## config.mk

```make
export PLATFORM = sky130hd
export DESIGN_NAME = rom_stream_reader
export DESIGN_NICKNAME = d
export VERILOG_FILES = /design/src/rtl/rom_stream_reader.sv
export SDC_FILE = /design/constraint.sdc
export NUM_CORES = 1
export LEC_CHECK = 0
export ABC_AREA = 1
export CAP_MARGIN = 20
export CORE_ASPECT_RATIO = 0.75
export CORE_MARGIN = 2
export CORE_UTILIZATION = 50
export CTS_CLUSTER_SIZE = 40
export DETAILED_ROUTE_END_ITERATION = 10
export GPL_TIMING_DRIVEN = 0
export PLACE_DENSITY_LB_ADDON = 0.15
export SLEW_MARGIN = 20
export SYNTH_ARGS = -nofsm -noshare
export SYNTH_HDL_FRONTEND = slang
export SYNTH_SLANG_ARGS = --single-unit
```

## constraint.sdc

```tcl
create_clock -name clk -period 5 [get_ports clk]
set_input_delay 1.5 -clock clk [delete_from_list [all_inputs] [get_ports clk]]
set_output_delay 1.5 -clock clk [all_outputs]
set_load 0.03 [all_outputs]
```

## src/rtl/rom_stream_reader.sv

```systemverilog
// ============================================================================
//  Module      : rom_stream_reader
//  Description : Sweeps a block of words out of a 1-cycle-latency synchronous
//                ROM and presents them as a valid/ready stream via a 2-entry FIFO.
//  Revision    : 1.0 - initial release
// ============================================================================
`default_nettype none

module rom_stream_reader #(
    parameter int DATA_WIDTH    = 32,
    parameter int ADDRESS_WIDTH = 12
) (
    input  logic                     clk,
    input  logic                     reset,
    input  logic                     start,
    input  logic [ADDRESS_WIDTH-1:0] base_addr,
    input  logic [ADDRESS_WIDTH:0]   length,
    output logic                     busy,
    output logic                     done,
    output logic [ADDRESS_WIDTH-1:0] rom_addr,
    input  logic [DATA_WIDTH-1:0]    rom_data,
    output logic [DATA_WIDTH-1:0]    m_data,
    output logic                     m_valid,
    input  logic                     m_ready,
    output logic                     m_last
);

    localparam logic [2:0] S_IDLE  = 3'd0;
    localparam logic [2:0] S_ZERO  = 3'd1;
    localparam logic [2:0] S_READ  = 3'd2;
    localparam logic [2:0] S_DRAIN = 3'd3;
    localparam logic [2:0] S_DONE  = 3'd4;

    logic [2:0]               r_state;
    logic [2:0]               w_next;
    logic [ADDRESS_WIDTH-1:0] r_ptr;
    logic [ADDRESS_WIDTH:0]   r_remaining;
    logic                     r_inflight;
    logic                     r_inflight_last;
    logic [DATA_WIDTH-1:0]    r_mem_data [0:1];
    logic                     r_mem_last [0:1];
    logic                     r_rd_idx;
    logic                     r_wr_idx;
    logic [1:0]               r_cnt;

    logic                     w_pop;
    logic                     w_push;
    logic                     w_issue;
    logic                     w_head_last;
    logic [2:0]               w_occ;
    logic [ADDRESS_WIDTH:0]   w_rem_next;

    assign m_valid     = (r_cnt != 2'd0);
    assign w_pop       = m_valid & m_ready;
    assign w_push      = r_inflight;
    assign w_head_last = r_mem_last[r_rd_idx];
    // Occupancy after this cycle's pop; a new issue may only claim a free slot.
    assign w_occ       = {1'b0, r_cnt} + {2'b00, r_inflight} - {2'b00, w_pop};
    assign w_issue     = (r_state == S_READ) && (r_remaining != '0) && (w_occ < 3'd2);
    assign w_rem_next  = r_remaining - (ADDRESS_WIDTH+1)'(w_issue);

    assign rom_addr = r_ptr;
    assign m_data   = m_valid ? r_mem_data[r_rd_idx] : '0;
    assign m_last   = m_valid & w_head_last;

    always_ff @(posedge clk) begin
        if (reset) begin
            r_state <= S_IDLE;
        end else begin
            r_state <= w_next;
        end
    end

    always_comb begin
        w_next = r_state;
        case (r_state)
            S_IDLE:  if (start) w_next = (length == '0) ? S_ZERO : S_READ;
            // Zero-length sweep waits here one cycle so done lands two cycles after start.
            S_ZERO:  w_next = S_DONE;
            S_READ:  if (w_rem_next == '0) w_next = S_DRAIN;
            S_DRAIN: if (w_pop && w_head_last) w_next = S_DONE;
            S_DONE:  w_next = S_IDLE;
            default: w_next = S_IDLE;
        endcase
    end

    always_comb begin
        busy = 1'b0;
        done = 1'b0;
        case (r_state)
            S_READ:  busy = 1'b1;
            S_DRAIN: busy = 1'b1;
            S_DONE:  done = 1'b1;
            default: begin
                busy = 1'b0;
                done = 1'b0;
            end
        endcase
    end

    always_ff @(posedge clk) begin
        if (reset) begin
            r_ptr           <= '0;
            r_remaining     <= '0;
            r_inflight      <= 1'b0;
            r_inflight_last <= 1'b0;
            r_mem_data[0]   <= '0;
            r_mem_data[1]   <= '0;
            r_mem_last[0]   <= 1'b0;
            r_mem_last[1]   <= 1'b0;
            r_rd_idx        <= 1'b0;
            r_wr_idx        <= 1'b0;
            r_cnt           <= 2'd0;
        end else begin
            if ((r_state == S_IDLE) && start) begin
                r_ptr       <= base_addr;
                r_remaining <= length;
            end else if (w_issue) begin
                r_ptr       <= r_ptr + ADDRESS_WIDTH'(1);
                r_remaining <= w_rem_next;
            end
            r_inflight      <= w_issue;
            r_inflight_last <= w_issue && (r_remaining == (ADDRESS_WIDTH+1)'(1));

            if (w_push) begin
                r_mem_data[r_wr_idx] <= rom_data;
                r_mem_last[r_wr_idx] <= r_inflight_last;
                r_wr_idx             <= ~r_wr_idx;
            end
            if (w_pop) begin
                r_rd_idx <= ~r_rd_idx;
            end
            case ({w_push, w_pop})
                2'b10:   r_cnt <= r_cnt + 2'd1;
                2'b01:   r_cnt <= r_cnt - 2'd1;
                default: r_cnt <= r_cnt;
            endcase
        end
    end

endmodule

`default_nettype wire

```

==> results summary <==
The biggest fanout along the worst timing path is 10. The via count of the first global-routing pass is 4290. In the synthesized netlist the dominant register cell turns out to be sky130_fd_sc_hd__edfxtp_1. The clock tree root buffer cell is sky130_fd_sc_hd__clkbuf_16. The worst max-slew margin expressed relative to the limit is 62.3%. The average wire length per cell after detail routing is 14.3 microns. The H-tree generated during clock tree synthesis spans 3 levels. Dividing the final minimum period by the clock period gives 87.8%.

The final setup skew is 0.00511 ns. The synthesized flop and latch total came out at 101. The residual overflow from global routing came out at 0. The worst setup path is launched from an input pin. The cell row count came out at 31.

The gate family responsible for the most delay along the worst path is simple AND/OR/NAND/NOR gates. The global-route wire length before repair is 20200 microns. The violation count after the first detailed-route iteration came out at 312. sky130_fd_sc_hd__edfxtp_1 takes more of the synthesized area than any other cell. From left edge to right edge, the die measures 121 microns. The number of nets in the final layout is 810.

The smallest clock period supported by the final layout is computed as 4.39 ns. For the worst-skew pair, the clock arrives at the later sink with an insertion delay of 0.34 ns. In the post-synthesis netlist, the biggest area contributors are sky130_fd_sc_hd__edfxtp_1 39%, sky130_fd_sc_hd__dfxtp_1 14%, sky130_fd_sc_hd__nand2_1 11%. For this block, the routed nets add up to 12600 microns of wire. Across the run, the number of max-cap violations was 0. The number of hold violations in the final report was 0. The path class of the tightest hold or removal check is flop to flop. When the netlist entered floorplanning its net count stood at 684. Across all layers, the routed design uses 4498 vias. The number of vias per cell came out at 5.10.

The number of sinks on the clock net is 101. In this run the cell area measured after placement is 0.00640 sq mm. The hold slack came out at 0.454 ns. The die is 91.5 microns tall. The total number of yosys warnings came out at 0. Setup repair after global routing left no endpoint under its margin. The count of mapped cells out of synthesis came out at 619. The final-report setup violation count is 0. The mapped netlist covers 0.00510 sq mm. The area of the core is 0.00977 sq mm. By count the netlist is led by 145 x sky130_fd_sc_hd__nand2_1, 111 x sky130_fd_sc_hd__nor2_1, 73 x sky130_fd_sc_hd__inv_1.

Once the floorplan was initialized, standard cells occupied 52.2% of the core. The cell area after layout is 0.00674 sq mm. The number of buffers and inverters on the critical path came out at 7. The clock edge transition at the registers on the reported setup and hold paths is 0.07 ns. The fraction of synthesis flops using an asynchronous set or reset pin came out at 0%. The worst path required time is 5.29 ns. At the pin with the least slew margin, the transition time is 0.566 ns. The per-instance average area after synthesis is 8.25 sq um.

The share of synthesized area occupied by flip-flops and latches is 52.5%. The number of max-slew violations in the final report came out at 0. The antenna diode count came out at 0.

The number of clock buffers added by TritonCTS is 9. Summed over its instances, the top area cell type makes up 38.8% of the synthesized netlist area. The detailed-route DRC error count came out at 0. The share of post-route cells with drive strength above 1 is 9.07%. Among the stages of the critical path, the cell type that occurs most often is sky130_fd_sc_hd__nand2_1. Overall power consumption after layout is estimated at 3.51 mW. The run finished with clean final reports.

The clock passes through at most 2 buffers. The number of buffers added to fix hold violations after cts is 0. The master of the slowest instance on the critical path is sky130_fd_sc_hd__fa_1.

The maximum cell stage delay along the critical path came out at 0.37 ns. The layout overhead on the synthesized area is 32.1%. sky130_fd_sc_hd__nand2_1 is the most common cell in the netlist. The count of different cell masters after synthesis came out at 39. Port buffering added 108 buffers. The worst setup path is captured at a flop. The initial antenna violation count came out at 0. The critical path is of the input pin to flop type.

The area enclosed by the die boundary came out at 0.0110 sq mm. The peak clock frequency supported by timing came out at 0.228 GHz. Data arrives at the worst endpoint at 4.69 ns. The leakage component of the power came out at 2.80 nW. The number of placed I/O pins came out at 109.

The overall fraction of global-route tracks in use is 23.3%. Power spread over the standard cell area amounts to 520 mW/mm^2. Yosys mapped a number of flops with a built-in enable equal to 66. Entering global routing, the biggest net connects 25 pins. The global placement routability congestion came out at 0.865.

TritonCTS built the clock tree. The first detailed-routing pass took 5 iterations. The remaining antenna violation count after routing came out at 0. The estimated wirelength of the detail-placed design is 9110 microns. The worst supply voltage drop on vdd is 0.000245 V.
==> sequential cells by signal (all words and copies together) (netlist names), named ones only <==
signal           flops
r_cnt                2
r_inflight           1
r_inflight_last      1
r_mem_data          64
r_mem_last           2
r_rd_idx             1
r_remaining         13
r_state              3
r_wr_idx             1
rom_addr            12
==> worst reg2reg max path, stage by stage, from the launching register on <==
cell and delay (ns):
sky130_fd_sc_hd__dfxtp_1 0.45, sky130_fd_sc_hd__nor2_2 0.15, sky130_fd_sc_hd__nor2_4 0.17, sky130_fd_sc_hd__nand2_1 0.09
sky130_fd_sc_hd__o21ai_0 0.16, sky130_fd_sc_hd__inv_1 0.07, sky130_fd_sc_hd__fa_1 0.37, sky130_fd_sc_hd__xor2_1 0.16
sky130_fd_sc_hd__nor3b_2 0.26, sky130_fd_sc_hd__nand2_4 0.09, sky130_fd_sc_hd__inv_2 0.07, sky130_fd_sc_hd__buf_6 0.16
sky130_fd_sc_hd__ha_4 0.18, sky130_fd_sc_hd__ha_2 0.21, sky130_fd_sc_hd__nand2_1 0.14, sky130_fd_sc_hd__nor2_2 0.16
sky130_fd_sc_hd__nand2_1 0.07, sky130_fd_sc_hd__nand2_1 0.06, sky130_fd_sc_hd__nand2_1 0.06, sky130_fd_sc_hd__inv_1 0.07
sky130_fd_sc_hd__nand2_1 0.06, sky130_fd_sc_hd__nor2_1 0.09, sky130_fd_sc_hd__nand3_1 0.10, sky130_fd_sc_hd__nand3_1 0.09
sky130_fd_sc_hd__nand2_1 0.05, sky130_fd_sc_hd__inv_1 0.04
==> cell usage in the layout (no fill, tap or decap), types with 2 or more instances in the layout <==
cell,instances
sky130_fd_sc_hd__nand2_2,5
sky130_fd_sc_hd__clkinvlp_4,3
sky130_fd_sc_hd__clkbuf_1,16
sky130_fd_sc_hd__buf_4,6
sky130_fd_sc_hd__buf_6,4
sky130_fd_sc_hd__xor2_1,8
sky130_fd_sc_hd__dfxtp_1,35
sky130_fd_sc_hd__nand2_1,143
sky130_fd_sc_hd__a31oi_1,3
sky130_fd_sc_hd__o21ai_0,20
sky130_fd_sc_hd__nor3_1,9
sky130_fd_sc_hd__clkdlybuf4s50_1,107
sky130_fd_sc_hd__nor2_1,111
sky130_fd_sc_hd__a211oi_2,4
sky130_fd_sc_hd__nand2_4,3
sky130_fd_sc_hd__o221ai_1,2
sky130_fd_sc_hd__clkinv_4,2
sky130_fd_sc_hd__xnor2_1,5
sky130_fd_sc_hd__nor2_2,4
sky130_fd_sc_hd__clkbuf_16,9
sky130_fd_sc_hd__a22oi_1,3
sky130_fd_sc_hd__a21oi_1,52
sky130_fd_sc_hd__nand3_1,18
sky130_fd_sc_hd__inv_1,73
sky130_fd_sc_hd__buf_2,4
sky130_fd_sc_hd__inv_2,6
sky130_fd_sc_hd__o211ai_2,3
sky130_fd_sc_hd__nor2_4,3
sky130_fd_sc_hd__nand3b_1,2
sky130_fd_sc_hd__nand4_1,2
sky130_fd_sc_hd__edfxtp_1,66
==> through the flow <==
stage / worst slack (ns) / TNS [ns] / instances / utilization, %
finish: 0.608 / 0 / 882 / 69.0
global route: 0.306 / 0 / 882 / 69.0
CTS: 0.0310 / 0 / 877 / 68.5
detailed placement: -0.351 / -1.29 / 861 / 65.5
global placement: -0.217 / -0.546 / 859 / 65.0
floorplan: 0.753 / 0 / 619 / -
==> cell type report <==
class	instances	area (sq um)
tap	132	165
buffer	25	133
clock inverter	7	60.1
inverter	81	305
timing repair buffer	115	1170
clock buffer	9	225
multi-input combinational	412	2000
sequential	101	2680
fill	820	3030
==> path summary, 6_finish.rpt <==
kind / slack, ns / cells past startpoint / startpoint / end
setup reg to reg: 1.39 / 25 / r_cnt[1]$_SDFFE_PP0P_ / r_state[0]$_SDFFE_PP0P_
hold reg to reg: 0.45 / 1 / r_rd_idx$_SDFFE_PP0P_ / flop
hold / removal: 0.45 / 1 / r_rd_idx$_SDFFE_PP0P_ / flop
setup / recovery: 0.61 / 26 / m_ready / r_state[0]$_SDFFE_PP0P_
==> power breakdown <==
part | leakage [nW] | switching [mW] | total (mW) | internal (mW)
logic | 1.70 | 1.06 | 1.69 | 0.629
registers | 0.970 | 0.111 | 1.16 | 1.04
clock network | 0.130 | 0.317 | 0.662 | 0.344
total | 2.80 | 1.49 | 3.51 | 2.02
==> layer usage <==
layer,vias to the layer above,track usage [%],part of all wire [%]
li1,2244,-,-
met1,2083,32.2,46
met2,159,36.6,46
met3,12,5.97,7.3
met4,0,6.10,0.91
met5,-,0,0
==> repair_timing <==
action | 4_1_cts | 5_1_grt
endpoints found under the setup margin | 1 | 5
buffers inserted | 0 | 5
resized for setup | 1 | 3
pin swaps | 0 | 4
==> cells by family after synthesis <==
logic type	synth area share (%)
buf+inv	8.58
xor+xnor	2.23
flops	52.5
fa+ha+maj	1.13
simple gates	25.2
compound gates	10.3
Note: power is estimated with default switching activity, not from simulation.
